--- src/rtl/btn_accumulator.sv ---
// Debounced weighted-step accumulator: sums simultaneous step presses, counts up/down, wraps or saturates.
// Optional sticky range flag built only when BTN_ACC_OVF_EN is defined; otherwise ovf is tied low.

module debounce #(
  parameter int CLK_HZ      = 25_000_000,
  parameter int DEBOUNCE_MS = 10,
  parameter int ACTIVE_LOW  = 0
) (
  input  logic i_clk,
  input  logic i_btn,
  output logic o_pressed
);
  localparam int CNT_RAW = (CLK_HZ / 1000) * DEBOUNCE_MS;
  localparam int CNT     = (CNT_RAW < 1) ? 1 : CNT_RAW;
  localparam int CW      = $clog2(CNT + 1);

  logic          w_raw;
  logic [1:0]    r_sync;
  logic          r_stable;
  logic [CW-1:0] r_cnt;
  logic          r_pressed;

  assign w_raw = (ACTIVE_LOW != 0) ? ~i_btn : i_btn;

  // Unreset by design: any power-up state converges once the input has been stable for CNT cycles.
  always_ff @(posedge i_clk) begin
    r_sync    <= {r_sync[0], w_raw};
    r_pressed <= 1'b0;
    if (r_sync[1] == r_stable) begin
      r_cnt <= '0;
    end else if (r_cnt >= CW'(CNT - 1)) begin
      r_stable  <= r_sync[1];
      r_cnt     <= '0;
      r_pressed <= r_sync[1];
    end else begin
      r_cnt <= r_cnt + 1'b1;
    end
  end

  assign o_pressed = r_pressed;
endmodule

module btn_accumulator #(
  parameter int CLK_HZ      = 25_000_000,
  parameter int DEBOUNCE_MS = 10,
  parameter int ACTIVE_LOW  = 0,
  parameter int NUM_STEP    = 3,
  parameter int WIDTH       = 8,
  parameter int SATURATE    = 0
) (
  input  logic                  clk_25mhz,
  input  logic                  rst,
  input  logic [NUM_STEP+1:0]   btn,
  output logic [WIDTH-1:0]      led,
  output logic                  dir,
  output logic                  upd,
  output logic                  ovf
);
  localparam int AW = WIDTH + 2;

  logic [NUM_STEP+1:0] w_p;
  logic [NUM_STEP-1:0] w_step;
  logic                w_tog;
  logic                w_clr;
  logic [AW-1:0]       w_s;
  logic [AW-1:0]       w_cur;
  logic [AW-1:0]       w_sum;
  logic                w_neg;
  logic                w_big;
  logic [WIDTH-1:0]    w_next;

  logic [WIDTH-1:0]    r_led;
  logic                r_dir;
  logic                r_upd;

  genvar k;
  generate
    for (k = 0; k < NUM_STEP + 2; k++) begin : g_db
      debounce #(
        .CLK_HZ      (CLK_HZ),
        .DEBOUNCE_MS (DEBOUNCE_MS),
        .ACTIVE_LOW  (ACTIVE_LOW)
      ) u_db (
        .i_clk     (clk_25mhz),
        .i_btn     (btn[k]),
        .o_pressed (w_p[k])
      );
    end
  endgenerate

  assign w_step = w_p[NUM_STEP-1:0];
  assign w_tog  = w_p[NUM_STEP];
  assign w_clr  = w_p[NUM_STEP+1];

  // Step i weighs 2^i, so the pulse vector read as a number is already the sum.
  assign w_s   = {{(AW-NUM_STEP){1'b0}}, w_step};
  assign w_cur = {2'b00, r_led};
  assign w_sum = r_dir ? (w_cur - w_s) : (w_cur + w_s);
  assign w_neg = w_sum[AW-1];
  assign w_big = ~w_sum[AW-1] & w_sum[WIDTH];

  always_comb begin
    w_next = w_sum[WIDTH-1:0];
    if (SATURATE != 0) begin
      if (w_neg)      w_next = '0;
      else if (w_big) w_next = '1;
    end
  end

  always_ff @(posedge clk_25mhz or posedge rst) begin
    if (rst) begin
      r_led <= '0;
      r_dir <= 1'b0;
      r_upd <= 1'b0;
    end else begin
      if (w_clr)        r_led <= '0;
      else if (|w_step) r_led <= w_next;
      r_dir <= r_dir ^ w_tog;
      r_upd <= w_clr | w_tog | (|w_step);
    end
  end

`ifdef BTN_ACC_OVF_EN
  logic w_oor;
  logic r_ovf;

  // Steps are discarded on a clear cycle, so clear alone decides the flag then.
  assign w_oor = (|w_step) & (w_neg | w_big);

  always_ff @(posedge clk_25mhz or posedge rst) begin
    if (rst)        r_ovf <= 1'b0;
    else if (w_clr) r_ovf <= 1'b0;
    else if (w_oor) r_ovf <= 1'b1;
  end

  assign ovf = r_ovf;
`else
  assign ovf = 1'b0;
`endif

  assign led = r_led;
  assign dir = r_dir;
  assign upd = r_upd;
endmodule

--- config.mk ---
export PLATFORM = sky130hd
export DESIGN_NAME = btn_accumulator
export DESIGN_NICKNAME = d
export VERILOG_FILES = /design/src/rtl/btn_accumulator.sv
export SDC_FILE = /design/constraint.sdc
export NUM_CORES = 1
export LEC_CHECK = 0
export ABC_AREA = 1
export CAP_MARGIN = 20
export CORE_ASPECT_RATIO = 0.5
export CORE_MARGIN = 2
export CORE_UTILIZATION = 25
export DETAILED_ROUTE_END_ITERATION = 8
export GPL_TIMING_DRIVEN = 0
export PLACE_DENSITY_LB_ADDON = 0.05
export RECOVER_POWER = 50
export SYNTH_ARGS = -nofsm -noshare
export SYNTH_HDL_FRONTEND = slang
export SYNTH_SLANG_ARGS = --single-unit
--- constraint.sdc ---
create_clock -name clk_25mhz -period 2.5 [get_ports clk_25mhz]
set_clock_uncertainty 0.05 [all_clocks]
set_input_delay 0.5 -clock clk_25mhz [delete_from_list [all_inputs] [get_ports clk_25mhz]]
set_output_delay 0.5 -clock clk_25mhz [all_outputs]
set_load 0.01 [all_outputs]
==> results of run 1 <==
[per-layer routing]
layer / vias to the layer above / wire length [um] / global-route usage, % / part of all wire (%)
li1: 2694 / - / - / -
met1: 2096 / 6645 / 13.90 / 52
met2: 31 / 5568 / 17.61 / 44
met3: 18 / 363 / 3.833 / 2.8
met4: 0 / 216 / 4.901 / 1.7
met5: - / 0 / 0 / 0
[cells by family (layout without fill, tap and decap cells)]
| kind of cell | after synthesis | in the layout | synth area share (%) |
|---|---|---|---|
| adders and majority gates | 15 | 15 | 3.181 |
| DFF | 120 | 120 | 40.78 |
| other | 1 | 1 | 0.06112 |
| xor gates and xnor gates | 66 | 66 | 9.421 |
| buffers and inverters | 132 | 180 | 8.768 |
| AOI/OAI and AO/OA | 31 | 31 | 2.855 |
| and+or+nand+nor | 492 | 492 | 34.93 |
[flip-flops by register name, summed over array words and instances (netlist names)]
| signal | count |
|---|---|
| g_db.u_db.o_pressed | 5 |
| g_db.u_db.r_stable | 5 |
| g_db.u_db.r_sync | 10 |
| g_db.u_db.r_cnt | 90 |
| upd | 1 |
| led | 8 |
| dir | 1 |
[how the worst min path moves through the flow]
stage                                                end                            from  slack, ns  depth (start not counted)
after floorplan           g_db[0].u_db.r_sync[1]$_DFF_P_  g_db[0].u_db.r_sync[0]$_DFF_P_       0.26                          0
after global placement    g_db[0].u_db.r_sync[1]$_DFF_P_  g_db[0].u_db.r_sync[0]$_DFF_P_       0.26                          0
after detailed placement  g_db[0].u_db.r_sync[1]$_DFF_P_  g_db[0].u_db.r_sync[0]$_DFF_P_       0.27                          0
after CTS                 g_db[0].u_db.r_sync[1]$_DFF_P_  g_db[0].u_db.r_sync[0]$_DFF_P_       0.28                          0
after global routing      g_db[0].u_db.r_sync[1]$_DFF_P_  g_db[0].u_db.r_sync[0]$_DFF_P_       0.28                          0
final                     g_db[2].u_db.r_sync[1]$_DFF_P_  g_db[2].u_db.r_sync[0]$_DFF_P_       0.28                          0
[worst max-delay path, cell delays in order, from the launching register on]
cell,delay (ns)
dfxtp_1,0.35
inv_1,0.08
ha_1,0.27
inv_1,0.03
o21ai_0,0.30
inv_1,0.09
ha_1,0.28
nand3b_1,0.07
nand2_1,0.14
nand2_1,0.09
nand2_1,0.06
nand2_1,0.04
nand3_1,0.07
nand2_1,0.05
[cell usage in the layout (no fill, tap or decap), types with 10 or more instances in the layout]
cell and count:
nand3_1 49, ha_1 14, inv_1 125, nand4_1 15, nor2_2 17, dfrtp_1 10, a21oi_1 10, clkbuf_16 20
nand2_1 200, dfxtp_1 105, xor2_1 43, clkdlybuf4s50_1 10, o21ai_0 13, xnor2_1 23, nor2_1 192
[power breakdown]
group          internal [uW]  switching [uW]  total (uW)
Clock                   1750             959        2710
Sequential              1960            19.5        1980
Combinational           40.7            56.5        97.2
Total                   3750            1040        4780
[per-stage QoR]
step / instances / power [uW] / util [%] / hold WS (ns)
floorplan: 857 / 2094 / - / 0.2596
global placement: 1188 / 2127 / 27.85 / 0.2616
detailed placement: 1188 / 2129 / 27.85 / 0.2660
CTS: 1220 / 4903 / 30.59 / 0.2827
global route: 1220 / 4994 / 30.22 / 0.2795
finish: 1220 / 4784 / 30.22 / 0.2785
[area by class of cell]
cell class,instances,area share (%)
Multi-Input combinational cell,605,41.40
Timing Repair Buffer,16,2.206
Buffer,7,0.9479
Clock buffer,20,6.894
Tap cell,315,5.429
Sequential cell,120,34.47
Inverter,125,6.463
Clock inverter,12,2.189
==> impl_metrics.toml, run 1 <==
[run_status]
status = "completed"

[die]
rows = 40
die_area_um2 = 25890
fp.dieH_um = 114.8
start_util_pct = 25.54
core_um2 = 24020
boundaryPins = 18
die_w_um = 225.6

[drt]
drc = 0
wirelength_um = 12790
ant_nets = 0
drt_iter0_drc = 138
wl_per_cell_um = 10.49
routed_via_density = 3.966
via_count = 4839
first_pass_iters = 4

[cells_and_area]
n_antenna_cell = 0
final.fill_count = 2612
drive_gt1_share_pct = 7.072
finalInstanceArea_um2 = 7259
areaGrowthSynthToFinish_pct = 18.31
nNetsFinal = 914
register_area_um2 = 2502
multi_input_area_um2 = 3005

[synthesis]
ys_top_cells_by_count = "nand2_1, nor2_1, inv_1"
ys_types = 32
ys_seq_area_share_pct = 40.78
netlist_area_um2 = 6136
synth.avg_cell_area_um2 = 7.160
yosysMostFrequentCell = "nand2_1"
yosys_most_used_dff = "dfxtp_1"
ys_async_sr_fraction_pct = 8.333
yosys_register_bits = 120
syn_inst = 857
synth_edf_count = 5
yosysTopAreaCell = "dfxtp_1"
synthesis.nets = 879
yosys.area.top_type_share_pct = 34.26
ys.warnings.count = 0
synthTopCellsByArea = "dfxtp_1, nand2_1, nor2_1, inv_1, xor2_1"

[timing]
finalSetupTns_ns = 0
worst_pin_slew_ns = 0.5881
period_needed_ns = 2.098
rsz0062_at_grt = "no"
finalMaxSlewViolations = 0
hold_violations = 0
fin_crit_sh_pct = 83.92
setup_viol = 0
fin_ws_ns = 0.4021
fmax_mhz = 476.7
maxSlewHeadroom_pct = 60.65

[clocking]
clk_latency_ns = 0.43
clk_path_buf_depth = 2
cts_buffers = 17
htree_levels = 4
cts_tree = "done"
path_clk_slew_ns = 0.06
clock_sinks = 120
cts_resized = 0
cts_hold_buf = 0
root_buffer = "clkbuf_16"
post-cts-setup-buffers = 0

[placed_design]
placed_area_um2 = 6690
place_ws_ns = 0.3820
gp_congestion = 0.7235
portBuffers = 16
hpwl_um = 9446

[global_routing]
grt_overflow = 0
grt_max_degree = 17
grtUsageTotal_pct = 11.14
grt_pass1_wl_um = 22410
grt_pass1_vias = 4759
antenna_found_initial = 0

[worst_setup_path]
cp-startpoint = "g_db[0].u_db.o_pressed$_SDFF_PN0_"
path_max_fanout = 3
critPathRequiredTime_ns = 2.77
r2r-start = "g_db[0].u_db.o_pressed$_SDFF_PN0_"
reg2reg_slack_ns = 0.40
crit_type = "reg2reg"
endpoint = "led[7]$_DFFE_PP0P_"
arrival_ns = 2.36
critPathCaptureType = "flip-flop"
cp-start-kind = "flip-flop"
r2r-end = "led[7]$_DFFE_PP0P_"
worst-r2r-cell-count = 13

[job]
drv_cap = 0

[power_and_ir_drop]
max-vdd-ir-drop_mv = 0.4625
power_density_nw_per_um2 = 659.0
leakagePower_uw = 0.002837

[min_path]
hold_path.class = "reg2reg"
Power figures use the tool's default switching activity.
==> run 2: changes to the inputs <==
==> constraint.sdc (replaced) <==
create_clock -name clk_25mhz -period 1.7 [get_ports clk_25mhz]
set_clock_uncertainty 0.05 [all_clocks]
set_input_delay 0.34 -clock clk_25mhz [delete_from_list [all_inputs] [get_ports clk_25mhz]]
set_output_delay 0.34 -clock clk_25mhz [all_outputs]
set_load 0.01 [all_outputs]
==> impl_metrics.toml, run 2 (synthesis gave the netlist of run 1 again) <==
[global_routing]
grt_max_degree = 17
grtUsageTotal_pct = 11.11
grt_pass1_wl_um = 22450
grt_pass1_vias = 4779
antenna_found_initial = 0
grt_overflow = 0

[die]
core_um2 = 24020
die_w_um = 225.6
boundaryPins = 18
start_util_pct = 25.54
die_area_um2 = 25890
rows = 40
fp.dieH_um = 114.8

[timing]
rsz0062_at_grt = "yes"
fin_crit_sh_pct = 108.0
period_needed_ns = 1.836
fin_ws_ns = -0.1362
finalMaxSlewViolations = 0
fmax_mhz = 544.6
hold_violations = 0
setup_viol = 19

[clocking]
cts_hold_buf = 0
root_buffer = "clkbuf_16"
clk_latency_ns = 0.43
cts_tree = "done"
cts_buffers = 17
clock_sinks = 120
clk_path_buf_depth = 2
path_clk_slew_ns = 0.06
htree_levels = 4

[worst_setup_path]
endpoint = "led[4]$_DFFE_PP0P_"
path_depth = 11
reg2reg_slack_ns = -0.14
worst-r2r-cell-count = 11
path_max_fanout = 4
cp-startpoint = "g_db[0].u_db.o_pressed$_SDFF_PN0_"
path_cells = "inv_2, ha_4, ha_4, o21ai_4, ha_4, nand2_2, nand2_2, buf_4, a21oi_2, nand3b_1, nand2_1"
slowest_stage = "dfxtp_2"
cpPeakStageDelay_ns = 0.35
arrival_ns = 2.11
crit_buf_inv = 2
crit_top_cell = "ha_4"
cp-start-kind = "flip-flop"
critPathRequiredTime_ns = 1.98
crit_type = "reg2reg"
crit_family = "adder cells"
critPathCaptureType = "flip-flop"
r2r-end = "led[4]$_DFFE_PP0P_"
r2r-start = "g_db[0].u_db.o_pressed$_SDFF_PN0_"

[power_and_ir_drop]
leakagePower_uw = 0.002926
power_density_nw_per_um2 = 913.5
max-vdd-ir-drop_mv = 0.5903

[min_path]
hold_path.class = "reg2reg"
whs_path_depth = 0

[run_status]
violations = "negative setup slack"
status = "complete, but fails checks"

[drt]
routed_via_density = 4.044
drt_iter0_drc = 217
wirelength_um = 13060
wl_per_cell_um = 10.62
ant_nets = 0
first_pass_iters = 4
via_count = 4974
drc = 0

[cells_and_area]
top_register = "g_db.u_db.r_cnt"
final_common_cell = "nand2_1"
largest_reg_flops = 90
areaGrowthSynthToFinish_pct = 22.04
nNetsFinal = 924
final_cell_mix = "nand2_1, nor2_1, inv_1"
final_util_pct = 31.17
n_antenna_cell = 0
drive_gt1_share_pct = 12.57

[placed_design]
gp_congestion = 0.7449
portBuffers = 16
hpwl_um = 9367
place_ws_ns = -0.2695

[job]
drv_cap = 0
-- run 2: power by group --
group / internal (uW) / switching, uW
Combinational: 65.7 / 84.5
Clock: 2430 / 1350
Sequential: 2880 / 29.2
Total: 5370 / 1470
-- run 2: worst reg2reg max path: cells and delay by family, from the launching register on --
kind            cells  cell delay (ns)
fa+ha+maj           3             0.61
flops               1             0.35
simple gates        4             0.30
compound gates      2             0.24
buf+inv             2             0.18
-- run 2: worst min-delay path by stage --
stage                                              start                             end  slack (ns)
after floorplan                                      rst                   dir$_DFF_PP0_        0.13
after global placement    g_db[4].u_db.r_sync[0]$_DFF_P_  g_db[4].u_db.r_sync[1]$_DFF_P_        0.26
after detailed placement  g_db[1].u_db.r_sync[0]$_DFF_P_  g_db[1].u_db.r_sync[1]$_DFF_P_        0.26
after CTS                                            rst                   upd$_DFF_PP0_        0.16
after global routing      g_db[3].u_db.r_sync[0]$_DFF_P_  g_db[3].u_db.r_sync[1]$_DFF_P_        0.28
final                     g_db[3].u_db.r_sync[0]$_DFF_P_  g_db[3].u_db.r_sync[1]$_DFF_P_        0.28
-- run 2: metrics by stage --
stage / hold WS (ns) / total power [uW] / cells / TNS (ns) / instance area, um2
final: 0.2751 / 6841 / 1230 / -0.7615 / 7488
after global routing: 0.2834 / 7148 / 1230 / -8.032 / 7488
after CTS: 0.1587 / 6990 / 1225 / -0.5985 / 7448
after detailed placement: 0.2621 / 3129 / 1188 / -1.404 / 6726
after global placement: 0.2601 / 3127 / 1188 / -1.436 / 6726
after floorplan: 0.1302 / 3080 / 857 / -0.2528 / 6172
-- run 2: layout make-up --
type / count / area, um2
Clock inverter: 14 / 181.4
Tap cell: 315 / 394.1
Inverter: 125 / 469.2
Multi-Input combinational cell: 606 / 3216
Clock buffer: 18 / 429.2
Sequential cell: 120 / 2507
Fill cell: 2585 / 16530
Buffer: 7 / 76.32
Timing Repair Buffer: 25 / 215.2
-- run 2: layer usage --
layer	part of all wire [%]	up-vias	global-route usage, %
li1	-	2713	-
met1	51	2215	13.90
met2	44	27	17.41
met3	3.3	19	4.140
met4	1.7	0	4.503
met5	0	-	0
-- run 2: what timing repair did --
action / in CTS / in global routing
setup endpoints to repair: 18 / 61
gates resized for setup: 29 / 25
pin swaps: 13 / 13
buffers inserted: 5 / 4
gates cloned: 0 / 1
==> run 3: changes to the inputs <==
--- a/config.mk
+++ b/config.mk
@@ -10,10 +10,12 @@
 export CORE_ASPECT_RATIO = 0.5
 export CORE_MARGIN = 2
 export CORE_UTILIZATION = 25
+export CTS_CLUSTER_SIZE = 40
 export DETAILED_ROUTE_END_ITERATION = 8
 export GPL_TIMING_DRIVEN = 0
 export PLACE_DENSITY_LB_ADDON = 0.05
 export RECOVER_POWER = 50
+export SLEW_MARGIN = 10
 export SYNTH_ARGS = -nofsm -noshare
 export SYNTH_HDL_FRONTEND = slang
 export SYNTH_SLANG_ARGS = --single-unit
==> results of run 3 <==
Final layout, timing and power as in run 2 (identical DEF).
